<file path="config.mk">
export PLATFORM = sky130hd
export DESIGN_NAME = exp_series_engine
export DESIGN_NICKNAME = d
export VERILOG_FILES = /design/src/rtl/exp_series_engine.sv
export SDC_FILE = /design/constraint.sdc
export NUM_CORES = 1
export LEC_CHECK = 0
export ABC_AREA = 1
export BUFFER_PORTS_ARGS = -buffer_cell sky130_fd_sc_hd__buf_2
export CORE_MARGIN = 2
export CORE_UTILIZATION = 60
export CTS_BUF_LIST = sky130_fd_sc_hd__clkbuf_8
export DETAILED_ROUTE_END_ITERATION = 12
export GPL_ROUTABILITY_DRIVEN = 0
export HOLD_SLACK_MARGIN = 0.15
export PLACE_DENSITY = 0.78
export SLEW_MARGIN = 25
export SYNTH_ARGS = -nofsm -noshare
export SYNTH_HDL_FRONTEND = slang
export SYNTH_SLANG_ARGS = --single-unit
</file>
<file path="constraint.sdc">
create_clock -name clk -period 8.7 [get_ports clk]
set_input_delay 1.74 -clock clk [delete_from_list [all_inputs] [get_ports clk]]
set_output_delay 1.74 -clock clk [all_outputs]
set_load 0.01 [all_outputs]
</file>
<file path="src/rtl/exp_series_engine.sv">
// exp_series_engine: evaluates e^x or e^-x as a truncated Taylor series, each term = prev * x * (1/k).
// One shared multiplier serves both x and 1/k steps; the run ends early once a term drops to the threshold.
module exp_series_engine #(
    parameter int W     = 16,
    parameter int FRAC  = 8,
    parameter int TERMS = 8
) (
    input  logic                         clk,
    input  logic                         rst,
    input  logic                         start,
    input  logic [W-1:0]                 x,
    input  logic [W-1:0]                 thr,
    input  logic                         neg,
    output logic                         busy,
    output logic                         done,
    output logic [W-1:0]                 result,
    output logic [$clog2(TERMS+1)-1:0]   terms_used,
    output logic                         ovf
);

    localparam int CW = $clog2(TERMS+1);
    localparam int KW = $clog2(TERMS);
    localparam logic [W-1:0]  ONE    = W'(1) << FRAC;
    localparam logic [KW-1:0] K_LAST = KW'(TERMS-1);

    typedef enum logic [2:0] {
        S_IDLE,
        S_MULX,
        S_MULR,
        S_ACC,
        S_DONE
    } state_t;

    state_t state_q, state_d;

    logic [W-1:0]  x_q, x_d;
    logic [W-1:0]  thr_q, thr_d;
    logic          neg_q, neg_d;
    logic [W-1:0]  tmp_q, tmp_d;
    logic [W-1:0]  ans_q, ans_d;
    logic [KW-1:0] k_q, k_d;
    logic [CW-1:0] cnt_q, cnt_d;
    logic          ovf_q, ovf_d;

    // Reciprocal table floor(ONE/k); entry 0 is never addressed during a run.
    logic [W-1:0] rom [TERMS];
    for (genvar g = 0; g < TERMS; g++) begin : g_rom
        assign rom[g] = W'((2**FRAC) / ((g == 0) ? 1 : g));
    end

    logic [W-1:0]   mul_b;
    logic [2*W-1:0] prod;
    logic [2*W-1:0] prod_sh;
    logic           prod_ovf;
    logic [W:0]     sum;

    assign mul_b    = (state_q == S_MULX) ? x_q : rom[k_q];
    assign prod     = {{W{1'b0}}, tmp_q} * {{W{1'b0}}, mul_b};
    assign prod_sh  = prod >> FRAC;
    assign prod_ovf = |prod_sh[2*W-1:W];
    assign sum      = {1'b0, ans_q} + {1'b0, tmp_q};

    always_ff @(posedge clk or posedge rst) begin
        if (rst) begin
            state_q <= S_IDLE;
        end else begin
            state_q <= state_d;
        end
    end

    always_comb begin
        state_d = state_q;
        case (state_q)
            S_IDLE: if (start) state_d = S_MULX;
            S_MULX: state_d = S_MULR;
            S_MULR: state_d = S_ACC;
            S_ACC: begin
                if ((tmp_q <= thr_q) || (k_q == K_LAST)) state_d = S_DONE;
                else                                       state_d = S_MULX;
            end
            S_DONE: state_d = S_IDLE;
            default: state_d = S_IDLE;
        endcase
    end

    always_comb begin
        busy = (state_q == S_MULX) || (state_q == S_MULR) || (state_q == S_ACC);
        done = (state_q == S_DONE);
    end

    always_comb begin
        x_d   = x_q;
        thr_d = thr_q;
        neg_d = neg_q;
        tmp_d = tmp_q;
        ans_d = ans_q;
        k_d   = k_q;
        cnt_d = cnt_q;
        ovf_d = ovf_q;
        case (state_q)
            S_IDLE: begin
                if (start) begin
                    x_d   = x;
                    thr_d = thr;
                    neg_d = neg;
                    tmp_d = ONE;
                    ans_d = ONE;
                    k_d   = KW'(1);
                    cnt_d = CW'(1);
                    ovf_d = 1'b0;
                end
            end
            S_MULX, S_MULR: begin
                if (prod_ovf) begin
                    tmp_d = '1;
                    ovf_d = 1'b1;
                end else begin
                    tmp_d = prod_sh[W-1:0];
                end
            end
            S_ACC: begin
                if (tmp_q > thr_q) begin
                    // Odd powers carry the sign when evaluating e^-x.
                    if (neg_q && k_q[0]) begin
                        if (tmp_q > ans_q) begin
                            ans_d = '0;
                            ovf_d = 1'b1;
                        end else begin
                            ans_d = ans_q - tmp_q;
                        end
                    end else if (sum[W]) begin
                        ans_d = '1;
                        ovf_d = 1'b1;
                    end else begin
                        ans_d = sum[W-1:0];
                    end
                    cnt_d = cnt_q + CW'(1);
                    if (k_q != K_LAST) k_d = k_q + KW'(1);
                end
            end
            default: ;
        endcase
    end

    always_ff @(posedge clk or posedge rst) begin
        if (rst) begin
            x_q   <= '0;
            thr_q <= '0;
            neg_q <= 1'b0;
            tmp_q <= '0;
            ans_q <= '0;
            k_q   <= '0;
            cnt_q <= '0;
            ovf_q <= 1'b0;
        end else begin
            x_q   <= x_d;
            thr_q <= thr_d;
            neg_q <= neg_d;
            tmp_q <= tmp_d;
            ans_q <= ans_d;
            k_q   <= k_d;
            cnt_q <= cnt_d;
            ovf_q <= ovf_d;
        end
    end

    assign result     = ans_q;
    assign terms_used = cnt_q;
    assign ovf        = ovf_q;

endmodule

</file>
* After elaboration in Yosys (flattened, before gate mapping) *
Memories as Yosys holds them, arrays and structs flattened.
Cells that the tools add are included.

word-level totals
  flip-flop bits (word level) = 76
  latch bits = 0
  memory bits (writable) = 0
  bits in read-only memories = 128
  input port bits = 36
  output and inout bits = 23
  memories kept = 1

memories
  memory            words  bits a word  read ports  clocked after Yosys merged registers in  write ports  RTL line  text
  (name not given)  8      16           1           0                                        0            57        assign mul_b = (state_q == S_MULX) ? x_q : rom[k_q];

operators by class
  add/sub/neg operators = 4
  multipliers = 1
  div/mod/pow operators = 0
  magnitude comparators = 4
  eq/ne operators = 12
  shift-type cells = 0
  mux-type cells = 27
  bitwise operators = 1
  reduce and logical (&&, ||, !) cells = 15

operators with widths
  operator                                                                 count
  16-bit two-way mux                                                       9
  16-bit case mux with 2 select lines                                      2
  16-bit greater-than comparator                                           2
  16-bit by 16-bit multiplier with 32-bit output                           1
  16-bit by 16-bit adder with 17-bit output                                1
  16-bit <= comparator                                                     1
  16-bit subtractor                                                        1
  3-bit two-way mux                                                        4
  3-bit case mux with 4 select lines                                       1
  4-bit two-way mux                                                        2
  4-bit case mux with 2 select lines                                       1
  8-bit OR reduction                                                       1
  3-bit by 2-bit equality test with 1-bit output, second input constant    2
  3-bit equality test, second input constant                               2
  1-bit two-way mux                                                        6
  3-bit by 2-bit inequality test with 1-bit output, second input constant  2
  3-bit case mux with 2 select lines                                       1
  6-bit AND reduction                                                      1
  4-bit by 1-bit adder with 4-bit output, second input constant            1
  4-bit greater-or-equal comparator, second input constant                 1
  2-bit by 1-bit inequality test with 1-bit output, second input constant  2
  2-bit inequality test, second input constant                             2
  3-bit NOT with 4-bit output                                              1
  2-bit AND reduction                                                      2
  other kinds (12)                                                         15

* Depth between registers and ports, before layout *
  word-level depth = 9
  depth in mapped cells = 36
  gate-level depth less buffers = 35

* Worst setup path before layout *
Ideal clock, no wire load.

  path kind = reg-to-reg
  start = register state_q[2]
  end = register tmp_q[0]
  library setup time = 119 ps
  data arrival time = 6,472 ps
  slack = 2,108 ps
  stages on the path, launching flop included = 34
  buffers on the path = 3
  path through = dfrtp_1 -> nor2_4 -> nand2_4 -> clkbuf_1 -> o21ai_0 -> o21ai_0 -> inv_1 -> clkbuf_1 -> nand2_1 -> fa_1 -> inv_1 -> fa_1 -> inv_1 -> fa_1 -> inv_1 -> fa_1 -> fa_1 -> inv_1 -> fa_1 -> inv_1 -> ha_1 -> a21oi_1 -> o21ai_0 -> a21oi_1 -> nor2_1 -> a211oi_1 -> nand2_1 -> nand2_1 -> nand3_1 -> nor2_2 -> nand2_2 -> buf_6 -> o21ai_2 -> nand2_1

between the ends
  cells in the longest elaborated chain, start to end = 6
  elaborated cells on any way between the ends = 12
  those cells by class = mul: 1; eq/ne: 3; mux: 3; reduce/logical: 5

RTL lines
  element                                         RTL line  text
  start, declared                                 34        state_t state_q, state_d;
  start signal, assigned                          67        state_q <= state_d;
  3-bit by 1-bit equality test with 1-bit output  57, 100
  16-bit two-way mux                              57
  16-bit by 16-bit multiplier with 32-bit output  58        assign prod = {{W{1'b0}}, tmp_q} * {{W{1'b0}}, mul_b};
  8-bit OR reduction                              60        assign prod_ovf = |prod_sh[2*W-1:W];
  16-bit two-way mux                              114       if (prod_ovf) begin
  16-bit case mux with 2 select lines             100       case (state_q)
  end signal, assigned                            159       tmp_q <= tmp_d;
  end, declared                                   39        logic [W-1:0] tmp_q, tmp_d;

Parallel ways exist; a longest one is shown, timed or not.
A chain may end at the register's enable or synchronous reset.

* Final worst setup path *
  start = register state_q[2]
  end = register tmp_q[12]

The elaborated chain is that of the path after synthesis.

==> impl_metrics.sql <==
INSERT INTO impl_metrics (metric_group, metric, value, unit) VALUES
('status', 'run_status', 'finished, final reports clean', ''),
('synth', 'netlist-cell-type-count', '49', ''),
('clocking', 'cts_hold_repair.buffers', '0', ''),
('floorplanning', 'die_area', '24190', 'um^2'),
('clocking', 'post_cts.repair.setup_buffers', '0', ''),
('sta', 'timing.final.setup_violations', '0', ''),
('setup_path', 'reg2reg_depth', '27', ''),
('global_routing', 'number_of_global_route_vias_before_repair', '12560', ''),
('drt', 'met3_wirelength_from_detailed_routing', '3622', 'um'),
('sta', 'grt_setup_unrepaired', 'false', ''),
('synth', 'syn-instance-count', '1767', ''),
('floorplanning', 'io_pins', '59', ''),
('finish', 'layout.nets', '2182', ''),
('sta', 'final.min_clock_period', '7.624', 'ns'),
('clocking', 'cts_num_sinks', '76', ''),
('global_routing', 'grt_antenna_before_repair', '0', ''),
('clocking', 'cts-buffers-inserted', '9', ''),
('setup_path', 'critPathLaunchType', 'flip-flop', ''),
('clocking', 'root_buffer', 'clkbuf_8', ''),
('floorplanning', 'die_width', '155.5', 'um'),
('floorplanning', 'coreArea', '22570', 'um^2'),
('drt', 'via_count', '11870', ''),
('floorplanning', 'num_rows', '55', ''),
('sta', 'timing.clock.skew', '0.01297', 'ns'),
('setup_path', 'cp-end-kind', 'flip-flop', ''),
('finish', 'share_of_final_layout_standard_cells_stronger_than_drive_strength_1', '8.227', '%'),
('place', 'detailed_place_hpwl', '30300', 'um'),
('job', 'max-cap-violations', '0', ''),
('clocking', 'cts.htree.levels', '3', ''),
('floorplanning', 'initial_utilization', '61.04', '%'),
('clocking', 'clk_pin_slew', '0.08', 'ns'),
('drt', 'via_per_inst', '5.697', ''),
('global_routing', 'gr-total-overflow', '0', ''),
('synth', 'synthArstFlopShare', '100.0', '%'),
('sta', 'report.final.hold_viol_count', '0', ''),
('drt', 'route.detailed.wl_per_inst', '17.94', 'um'),
('sta', 'drv_slew', '0', ''),
('drt', 'finalWirelength', '37380', 'um'),
('floorplanning', 'floorplan.die.height', '155.5', 'um'),
('finish', 'layout_common_cells', 'inv_1, nand2_1, nor2_1, fa_1, ha_1', ''),
('global_routing', 'grt_start_max_net_pins', '77', ''),
('drt', 'antenna_left', '0', ''),
('finish', 'area.growth.synth_to_final', '5.467', '%'),
('drt', 'detailedRoute.firstPassIterationCount', '5', ''),
('place', 'buffer_ports.inserted', '58', ''),
('clocking', 'clock_tree.buffer_depth', '2', ''),
('drt', 'dr.max_layer_used', 'met4', ''),
('sta', 'clock.fmax', '0.1312', 'GHz'),
('sta', 'max_slew.worst_pin.slew', '0.8725', 'ns'),
('finish', 'total_inserted_antenna_cells', '0', ''),
('drt', 'length_of_routed_met2_wiring', '17150', 'um'),
('synth', 'synth_flop_cell', 'dfrtp_1', ''),
('clocking', 'post_cts.resized_instances', '0', ''),
('drt', 'route.layer.met1.wl', '14750', 'um'),
('synth', 'synth_nets', '2154', ''),
('sta', 'timing.slew.headroom', '41.83', '%'),
('sta', 'final_min_period_over_clock_period', '87.63', '%'),
('synth', 'synth_warnings', '0', ''),
('setup_path', 'worstPathArrival', '7.89', 'ns'),
('setup_path', 'critical_path_peak_fanout', '18', ''),
('min_path', 'worstHoldPathType', 'reg2reg', ''),
('global_routing', 'grt_usage', '32.78', '%'),
('global_routing', 'global_route_wire_length_before_repair', '62130', 'um'),
('synth', 'synth_enable_flop_cells', '0', ''),
('drt', 'post-route-drc-count', '0', ''),
('min_path', 'hold_path_depth', '2', ''),
('sta', 'finalSetupTns', '0', 'ns'),
('synth', 'netlist_area', '13780', 'um^2'),
('synth', 'syn-mean-instance-area', '7.797', 'um^2'),
('setup_path', 'critical_path_class', 'reg2reg', ''),
('clocking', 'cts_tree', 'built', ''),
('finish', 'final_common_cell', 'inv_1', ''),
('synth', 'synth_sequential_area_ratio', '13.80', '%'),
('clocking', 'worst_skew_pair.late_latency', '0.38', 'ns'),
('drt', 'initialDrtViolationCount', '918', ''),
('synth', 'synth_seq_cells', '76', ''),
('setup_path', 'required', '8.96', 'ns'),
('finish', 'layout.filler_cells', '1973', '');
final timing paths:
path | startpoint | to | slack [ns]
max reg2reg | state_q[2] | tmp_q[12] | 1.08
max in group asynchronous | rst | result[15] | 6.66
min reg2reg | ovf | ovf | 0.48
max | state_q[2] | tmp_q[12] | 1.08
min | ovf | ovf | 0.48
min in group asynchronous | rst | ovf | 1.54
cell families (layout without fill, tap and decap cells):
| family | count (synthesis) | after routing | share of synthesized area (%) |
|---|---|---|---|
| muxes | 16 | 16 | 1.308 |
| adders and majority gates | 351 | 351 | 42.50 |
| xor gates and xnor gates | 34 | 34 | 2.162 |
| buffers and inverters | 415 | 447 | 11.42 |
| DFF | 76 | 76 | 13.80 |
| AOI/OAI and AO/OA | 213 | 213 | 9.064 |
| and+or+nand+nor | 662 | 662 | 19.74 |
cell type report:
cell class	instances	area [um^2]	area share, %
clock buffers	9	123.9	0.8525
clock inverters	6	106.4	0.7319
inverters	364	1368	9.412
multi-input cells	1276	10300	70.92
flip-flops and latches	76	1902	13.09
well taps	285	356.6	2.454
repair buffers	68	369.1	2.540
metrics by stage:
stage / instances / area, um^2 / utilization, % / setup slack (ns) / hold slack (ns)
after floorplan: 1767 / 13780 / - / 2.108 / 0.4699
after global placement: 2069 / 14300 / 63.34 / 0.9481 / 0.4644
after detailed placement: 2069 / 14300 / 63.34 / 1.268 / 0.4657
after CTS: 2084 / 14530 / 64.36 / 1.189 / 0.4851
after global routing: 2084 / 14530 / 64.37 / 0.5474 / 0.5383
final: 2084 / 14530 / 64.37 / 1.076 / 0.4798
worst max-delay path, stage by stage (launching register included):
cell	delay (ns)
dfrtp_1	0.47
nor2_4	0.18
nand2_4	0.14
o21ai_1	0.64
inv_1	0.41
nand2_1	0.19
fa_1	0.47
fa_1	0.53
fa_1	0.52
inv_1	0.06
fa_1	0.51
fa_1	0.50
inv_1	0.05
fa_1	0.48
inv_1	0.05
ha_1	0.34
a21oi_1	0.26
o21ai_0	0.22
a21oi_1	0.24
nor2_1	0.07
a211oi_1	0.23
nand2_1	0.09
nand2_1	0.06
nand3_1	0.08
nor2_2	0.15
nand2_2	0.24
o21ai_0	0.25
nand2_1	0.07
flip-flops by register name, summed over array words and instances (netlist names):
register    cells
terms_used      4
thr_q          16
neg_q           1
result         16
tmp_q          16
ovf             1
state_q         3
x_q            16
k_q             3
synth_stat cells, types with 6 or more instances:
cell / count / share of area [%]
a21oi_1: 91 / 3.3
a31oi_1: 12 / 0.54
buf_2: 6 / 0.22
clkbuf_1: 41 / 1.1
dfrtp_1: 76 / 14
fa_1: 195 / 28
ha_1: 156 / 14
inv_1: 353 / 9.6
inv_2: 7 / 0.19
mux2_2: 16 / 1.3
nand2_1: 346 / 9.4
nand2_2: 8 / 0.36
nand3_1: 40 / 1.5
nand4_1: 7 / 0.32
nor2_1: 214 / 5.8
nor3_1: 14 / 0.51
o211ai_1: 9 / 0.49
o21a_1: 7 / 0.38
o21ai_0: 47 / 1.7
o21ai_1: 8 / 0.29
o21ai_2: 10 / 0.64
o21bai_1: 8 / 0.44
or2_2: 10 / 0.45
xnor2_1: 7 / 0.45
xor2_1: 27 / 1.7
metal layers:
| layer | global-route usage (%) | vias up |
|---|---|---|
| met5 | 0 | - |
| met4 | 15.64 | 0 |
| met3 | 7.417 | 137 |
| met2 | 53.37 | 608 |
| met1 | 41.70 | 5643 |
| li1 | - | 5484 |
Power is left out: the tool's default activity adds up to more than one toggle a clock period on the data nets, which glitch-free logic cannot reach.
